[src/rtl/issue_perf_monitor.sv]
// issue_perf_monitor: issue-stage performance counters (reorder histogram, no-ISB stalls,
// per-channel occupancy utilisation and allocation period) with optional snapshot shadows.
// Ports:
//   i_clk, i_reset        clock, synchronous active-high reset
//   i_issue_valid/_dist   issued instruction and its reorder distance (0 = in order)
//   i_noisb_stall         issue stalled for lack of an ISB entry
//   i_occ                 per-channel occupancy, channel i at [i*OCC_BITS +: OCC_BITS]
//   i_clr_req             zero all counters and flush the input stage
//   i_snap_req            capture counters into the output shadows
//   o_reorders            issues with non-zero distance
//   o_reorder_hist        bin b (1-based) at [(b-1)*CTR_BITS +: CTR_BITS]
//   o_noisb_stalls        stall-cycle count
//   o_util                per-channel accumulated occupancy
//   o_alloc_period        per-channel 64-bit count of cycles with non-zero occupancy
//   o_snap_valid          one-cycle pulse following a snapshot request
module issue_perf_monitor #(
   parameter int NUM_BINS  = 15,
   parameter int DIST_BITS = 4,
   parameter int NUM_CH    = 2,
   parameter int OCC_BITS  = 5,
   parameter int CTR_BITS  = 44,
   parameter int SATURATE  = 1,
   parameter int SNAPSHOT  = 0
) (
   input  logic                         i_clk,
   input  logic                         i_reset,
   input  logic                         i_issue_valid,
   input  logic [DIST_BITS-1:0]         i_issue_dist,
   input  logic                         i_noisb_stall,
   input  logic [NUM_CH*OCC_BITS-1:0]   i_occ,
   input  logic                         i_clr_req,
   input  logic                         i_snap_req,
   output logic [CTR_BITS-1:0]          o_reorders,
   output logic [NUM_BINS*CTR_BITS-1:0] o_reorder_hist,
   output logic [CTR_BITS-1:0]          o_noisb_stalls,
   output logic [NUM_CH*CTR_BITS-1:0]   o_util,
   output logic [NUM_CH*64-1:0]         o_alloc_period,
   output logic                         o_snap_valid
);
   logic                       r_v, r_stall, r_snap_valid;
   logic [DIST_BITS-1:0]       r_dist;
   logic [NUM_CH*OCC_BITS-1:0] r_occ;
   logic [CTR_BITS-1:0]        r_reo, r_stalls, r_sh_reo, r_sh_stalls;
   logic [CTR_BITS-1:0]        r_hist [NUM_BINS];
   logic [CTR_BITS-1:0]        r_sh_hist [NUM_BINS];
   logic [CTR_BITS-1:0]        r_util [NUM_CH];
   logic [CTR_BITS-1:0]        r_sh_util [NUM_CH];
   logic [63:0]                r_alloc [NUM_CH];
   logic [63:0]                r_sh_alloc [NUM_CH];
   logic [31:0]                w_dist;
   logic                       w_reo;
   logic [NUM_BINS-1:0]        w_hit;
   // Overflow from a wide sum either clamps to all-ones or wraps, never partially.
   function automatic logic [CTR_BITS-1:0] f_add(input logic [CTR_BITS-1:0] a, input logic [CTR_BITS-1:0] b);
      logic [CTR_BITS:0] s;
      s = {1'b0, a} + {1'b0, b};
      return (SATURATE != 0 && s[CTR_BITS]) ? {CTR_BITS{1'b1}} : s[CTR_BITS-1:0];
   endfunction
   assign w_dist = 32'(r_dist);
   assign w_reo  = r_v && (r_dist != '0);
   // The last bin also absorbs every distance beyond the histogram range.
   always_comb begin
      w_hit = '0;
      for (int b = 0; b < NUM_BINS; b++)
         w_hit[b] = w_reo && ((b == NUM_BINS - 1) ? (w_dist >= 32'(NUM_BINS)) : (w_dist == 32'(b + 1)));
   end
   always_ff @(posedge i_clk) begin
      if (i_reset) begin
         r_v          <= 1'b0;
         r_stall      <= 1'b0;
         r_dist       <= '0;
         r_occ        <= '0;
         r_snap_valid <= 1'b0;
         r_reo        <= '0;
         r_stalls     <= '0;
         r_sh_reo     <= '0;
         r_sh_stalls  <= '0;
         for (int b = 0; b < NUM_BINS; b++) begin
            r_hist[b]    <= '0;
            r_sh_hist[b] <= '0;
         end
         for (int c = 0; c < NUM_CH; c++) begin
            r_util[c]     <= '0;
            r_sh_util[c]  <= '0;
            r_alloc[c]    <= '0;
            r_sh_alloc[c] <= '0;
         end
      end else begin
         r_snap_valid <= i_snap_req;
         // Shadows take the pre-update values, so a same-cycle clear cannot wipe them.
         if (SNAPSHOT != 0 && i_snap_req) begin
            r_sh_reo    <= r_reo;
            r_sh_stalls <= r_stalls;
            for (int b = 0; b < NUM_BINS; b++)
               r_sh_hist[b] <= r_hist[b];
            for (int c = 0; c < NUM_CH; c++) begin
               r_sh_util[c]  <= r_util[c];
               r_sh_alloc[c] <= r_alloc[c];
            end
         end
         if (i_clr_req) begin
            r_v      <= 1'b0;
            r_stall  <= 1'b0;
            r_dist   <= '0;
            r_occ    <= '0;
            r_reo    <= '0;
            r_stalls <= '0;
            for (int b = 0; b < NUM_BINS; b++)
               r_hist[b] <= '0;
            for (int c = 0; c < NUM_CH; c++) begin
               r_util[c]  <= '0;
               r_alloc[c] <= '0;
            end
         end else begin
            r_v      <= i_issue_valid;
            r_stall  <= i_noisb_stall;
            r_dist   <= i_issue_dist;
            r_occ    <= i_occ;
            r_reo    <= f_add(r_reo, CTR_BITS'(w_reo));
            r_stalls <= f_add(r_stalls, CTR_BITS'(r_stall));
            for (int b = 0; b < NUM_BINS; b++)
               r_hist[b] <= f_add(r_hist[b], CTR_BITS'(w_hit[b]));
            for (int c = 0; c < NUM_CH; c++) begin
               r_util[c]  <= f_add(r_util[c], CTR_BITS'(r_occ[c*OCC_BITS +: OCC_BITS]));
               r_alloc[c] <= r_alloc[c] + 64'(|r_occ[c*OCC_BITS +: OCC_BITS]);
            end
         end
      end
   end
   assign o_snap_valid   = r_snap_valid;
   assign o_reorders     = (SNAPSHOT != 0) ? r_sh_reo : r_reo;
   assign o_noisb_stalls = (SNAPSHOT != 0) ? r_sh_stalls : r_stalls;
   for (genvar b = 0; b < NUM_BINS; b++) begin : g_bin
      assign o_reorder_hist[b*CTR_BITS +: CTR_BITS] = (SNAPSHOT != 0) ? r_sh_hist[b] : r_hist[b];
   end
   for (genvar c = 0; c < NUM_CH; c++) begin : g_ch
      assign o_util[c*CTR_BITS +: CTR_BITS] = (SNAPSHOT != 0) ? r_sh_util[c] : r_util[c];
      assign o_alloc_period[c*64 +: 64]     = (SNAPSHOT != 0) ? r_sh_alloc[c] : r_alloc[c];
   end
endmodule

[config.mk]
export PLATFORM = sky130hd
export DESIGN_NAME = issue_perf_monitor
export DESIGN_NICKNAME = d
export VERILOG_FILES = /design/src/rtl/issue_perf_monitor.sv
export SDC_FILE = /design/constraint.sdc
export NUM_CORES = 2
export LEC_CHECK = 0
export ABC_CLOCK_PERIOD_IN_PS = 2850
export CAP_MARGIN = 20
export CORE_AREA = 2 2 389 391
export CTS_CLUSTER_SIZE = 16
export DETAILED_ROUTE_END_ITERATION = 7
export DIE_AREA = 0 0 391 393
export GPL_TIMING_DRIVEN = 0
export PLACE_DENSITY = 0.7
export SLEW_MARGIN = 10
export SYNTH_ARGS = -nofsm -noshare
export SYNTH_HDL_FRONTEND = slang
export SYNTH_SLANG_ARGS = --single-unit
[constraint.sdc]
create_clock -name i_clk -period 2.85 [get_ports i_clk]
set_input_delay 0.4275 -clock i_clk [delete_from_list [all_inputs] [get_ports i_clk]]
set_output_delay 0.4275 -clock i_clk [all_outputs]
set_load 0.03 [all_outputs]
# After elaboration in Yosys (flattened, before gate mapping)
# Memories as Yosys holds them, arrays and structs flattened.
# Index checks and enable logic that the tools add are counted.
# op_classes
addsub,21
order_cmp,1
eq_ne,14
muxes,65
bitwise,38
n_reduce_logical,20
# op_table
cell,n
$mux 44,53
$add 44x1->45,17
$mux 64,4
$add 64x1->64,2
$add 44x5->45,2
$or 1x1->1,38
$eq 4x4->1 const B,7
$eq 4x3->1 const B,4
$logic_and 1x1->1,16
$reduce_or 5->1,2
$eq 4x2->1 const B,2
$mux 1,8
$eq 4x1->1 const B,1
$ge 4x4->1 const B,1
$reduce_bool 4->1,1
$reduce_or 2->1,1
# word_totals
ff_bits,105
mem_bits_rw,876
input_bits,20
output_inout_bits,965
wordCells,169
n_memories,3
# mem_list
name,words,width,rd,rd_ports_with_merged_regs,wr,line,source
r_hist,15,44,15,0,15,44,logic [CTR_BITS-1:0] r_hist [NUM_BINS];
r_alloc,2,64,2,0,2,48,logic [63:0] r_alloc [NUM_CH];
r_util,2,44,2,0,2,46,logic [CTR_BITS-1:0] r_util [NUM_CH];

# Logic depth before layout (Yosys ltp)
# logic_depth
word_depth,6
mapped_depth,13
depth_no_buf,11

# Least setup slack after synthesis
# No wires, ideal clock.
# synth_timing
kind,register -> register
from,memory r_alloc[0][0]
to,memory r_alloc[0][48] (data pin)
setup_time_ns,0.266
t_arrival_ns,2.717
required_ns,2.584
path_slack_ns,-0.133
path_stages_with_launch,11
n_path_buf,2
synth_period_minus_slack_ns,2.983
path_cell_list,edfxtp_1 -> ha_1 -> ha_1 -> inv_1 -> nor4_1 -> or4b_1 -> clkbuf_1 -> clkbuf_1 -> nor3_1 -> xnor2_1 -> nor2_1
# synth_rtl
element,line
from (decl),48

==> impl_metrics.ini <==
[place]
place_ws_ns = -1.737
gp_congestion = 0.9665
placed_cells = 9048
dpl.hpwl_microns = 152800
placed_cell_area_sq_mm = 0.06874
portBuffers = 984

[worst_setup_path]
cpMostUsedCell = buf_6
cp_data_arrival_time_ns = 3.32
crit_start = r_dist[2]
path_buf_inv = 4
crit_type = reg2reg
reg2reg_depth = 13
timing.rr.end = r_hist[4][32]
critPathLaunchType = flip-flop
cp_max_fo = 6
crit_slowest_cell = dfxtp_4
worstReg2RegStart = r_dist[2]
cp_top_family = simple AND/OR/NAND/NOR gates
crit_path_max_incr_delay_ns = 0.37
crit_path_end_kind = flip-flop
r2r_slack_ns = 0.03
cp.required_ns = 3.34
cp_cell_sequence = buf_6 > nand3b_1 > buf_6 > nor2_4 > ha_4 > ha_4 > nand3_4 > nor4_4 > buf_4 > buf_6 > and3_4 > o31ai_2 > o221a_2

[timing]
final_max_slew_viol_count = 0
setup_viol = 0
finalCriticalPeriod_ns = 2.824
hold_violations = 0
clock_skew_ns = 0.04859
max_freq_mhz = 354.1
maxSlewHeadroom_pct = 29.43
fin_tns_setup_ns = 0
layout_setup_ws_ns = 0.02588
worst_pin_slew_ns = 1.058
rsz0062_at_grt = true
post-route-period-util_pct = 99.09
worst_hold_slack_ns = 0.2629

[synthesis]
synth_flop_cell = edfxtp_1
ys_ff_latch = 981
yosysTopAreaCell = edfxtp_1
yosys.cell_count.top_type = edfxtp_1
synthTopCellsByArea = edfxtp_1 (47%), xnor2_1 (6.7%), a21oi_1 (6.6%)
syn_avg_cell_area_sq_um = 10.06
yosys_warnings = 0
netlist_area_sq_mm = 0.05308
synth_seq_area_share_pct = 52.68
yosys-top-cells-count = edfxtp_1 (832), a21oi_1 (700), nor2_1 (425)
synth_top_cell_area_share_pct = 47.06
synthDistinctLibCells = 62
synth_edf_count = 832
synth-async-reset-ratio_pct = 0
netlist_instances = 5276

[status]
status = completed

[clock_tree]
cts.sinks = 981
cts-root-buf = clkbuf_16
cts_buffers = 116
clock_latency_ns = 0.74
cts_hold_buf = 0
cts_tree = done
clk_pin_slew_worst_paths_ns = 0.06
clk_path_buf_depth = 3
cts.htree.levels = 3

[route]
ant_nets = 0
via_per_inst = 5.190
drc = 0
wire_per_inst_microns = 21.29
drtPass1Iterations = 5
drt-total-wl_microns = 199800
first_iter_violations = 3424
vias = 48720

[cells_and_area]
fin_nets = 7411
drive_gt1_share_pct = 10.13
area_delta_synth_final_pct = 42.65
fill_cells = 13530
post-route-util_pct = 50.74
final_area_sq_mm = 0.07573
finalNonFillerCells = 9387

[flow_run]
drv_cap = 0

[power_and_ir_drop]
power_per_cell_area_mw_per_mm2 = 480.9
power_leakage_nw = 26.47
total_power_mw = 36.42
peakVddDrop_mv = 0.4543

[die]
io_pins = 985
dieArea_sq_mm = 0.1537
die_h_microns = 393
initial_utilization_pct = 35.57
core_sq_mm = 0.1492
die_w_microns = 391
num_rows = 142

[grt]
grt_pass1_vias = 45810
antenna_found_initial = 12
track_usage_pct = 24.74
grt_overflow = 0
grt_pass1_wl_microns = 289100
grt_max_degree = 17

[hold_path]
whs_endpoint = o_snap_valid
worstHoldPathCells = 2
hold_class = in2reg
min-delay-start = i_snap_req
[power by group]
group	leakage, nW	switching (mW)	internal, mW
Clock	1.89	6.37	8.60
Combinational	14.8	2.75	1.52
Sequential	9.76	0.897	16.3
Total	26.5	10.0	26.4
[registers in the layout, indices dropped and copies added (netlist names)]
register,flops
o_noisb_stalls,44
o_reorders,44
o_snap_valid,1
r_alloc,128
r_dist,4
r_hist,660
r_occ,10
r_stall,1
r_util,88
r_v,1
[repair_timing]
item | 4_1_cts | 5_1_grt
endpoints found under the setup margin | 955 | 666
resized for setup | 301 | 287
gates cloned | 1 | 3
hold endpoints to repair | 0 | 0
pin swaps | 59 | 70
buffers inserted | 64 | 64
[placed cells by master (no fill, tap or decap), types with 59 or more instances in the layout]
cell	count
clkdlybuf4s50_1	983
edfxtp_1	832
conb_1	832
a21oi_1	654
xnor2_1	402
nand2_1	397
nor2_1	386
xor2_1	342
nand3_1	331
nand4_1	222
nor3_1	192
and3_1	154
dfxtp_1	139
clkbuf_1	137
inv_1	133
clkbuf_16	121
buf_4	120
o21ai_0	79
and4_1	76
and2_1	59
[cell type report]
class | count | area (sq um) | area share, %
Buffer | 209 | 1076 | 1.421
Tap cell | 1944 | 2432 | 3.212
Multi-Input combinational cell | 4771 | 28780 | 38.00
Antenna cell | 2 | 5.005 | 0.006609
Timing Repair Buffer | 1129 | 11120 | 14.68
Clock buffer | 156 | 3277 | 4.327
Inverter | 133 | 499.2 | 0.6593
Clock inverter | 62 | 545.5 | 0.7204
Sequential cell | 981 | 27990 | 36.97
[worst max-delay path by stage]
stage          slack, ns  depth (start not counted)        endpoint
3_5_place_dp       -1.74                          7  r_hist[13][35]
2_1_floorplan      -0.02                         10  r_alloc[0][48]
4_1_cts            -0.04                         11  r_hist[13][38]
3_3_place_gp       -2.34                         10  r_hist[11][26]
6_report            0.03                         13   r_hist[4][32]
5_1_grt            -0.09                         11   r_hist[7][43]
[routing by layer]
layer	up-vias	routed length (microns)	share of wire, %	global-route usage, %
li1	22750	-	-	-
met1	23700	78820	39	30.58
met2	1859	90820	45	39.43
met3	399	19160	9.6	7.299
met4	6	10990	5.5	12.14
met5	-	44	0.022	0
[logic make-up (layout without fill, tap and decap cells)]
logic type      after synthesis  after routing  synth area share, %
compound gates              942            942                9.730
buf+inv                     355           1689                2.536
simple gates               2176           2176                21.07
xor+xnor                    751            751                12.39
flops                       981            981                52.68
mux                          20             20               0.3771
fa+ha+maj                    50             50                1.207
other cells                   1            834             0.007064
[worst register-to-register path: cells and delay by family, from the launching register on]
kind / cells / cell delay [ns]
and+or+nand+nor: 5 / 0.97
buffers and inverters: 4 / 0.56
DFF: 1 / 0.37
AOI/OAI and AO/OA: 2 / 0.37
adders and majority gates: 2 / 0.35
(Power assumes the default switching activity.)
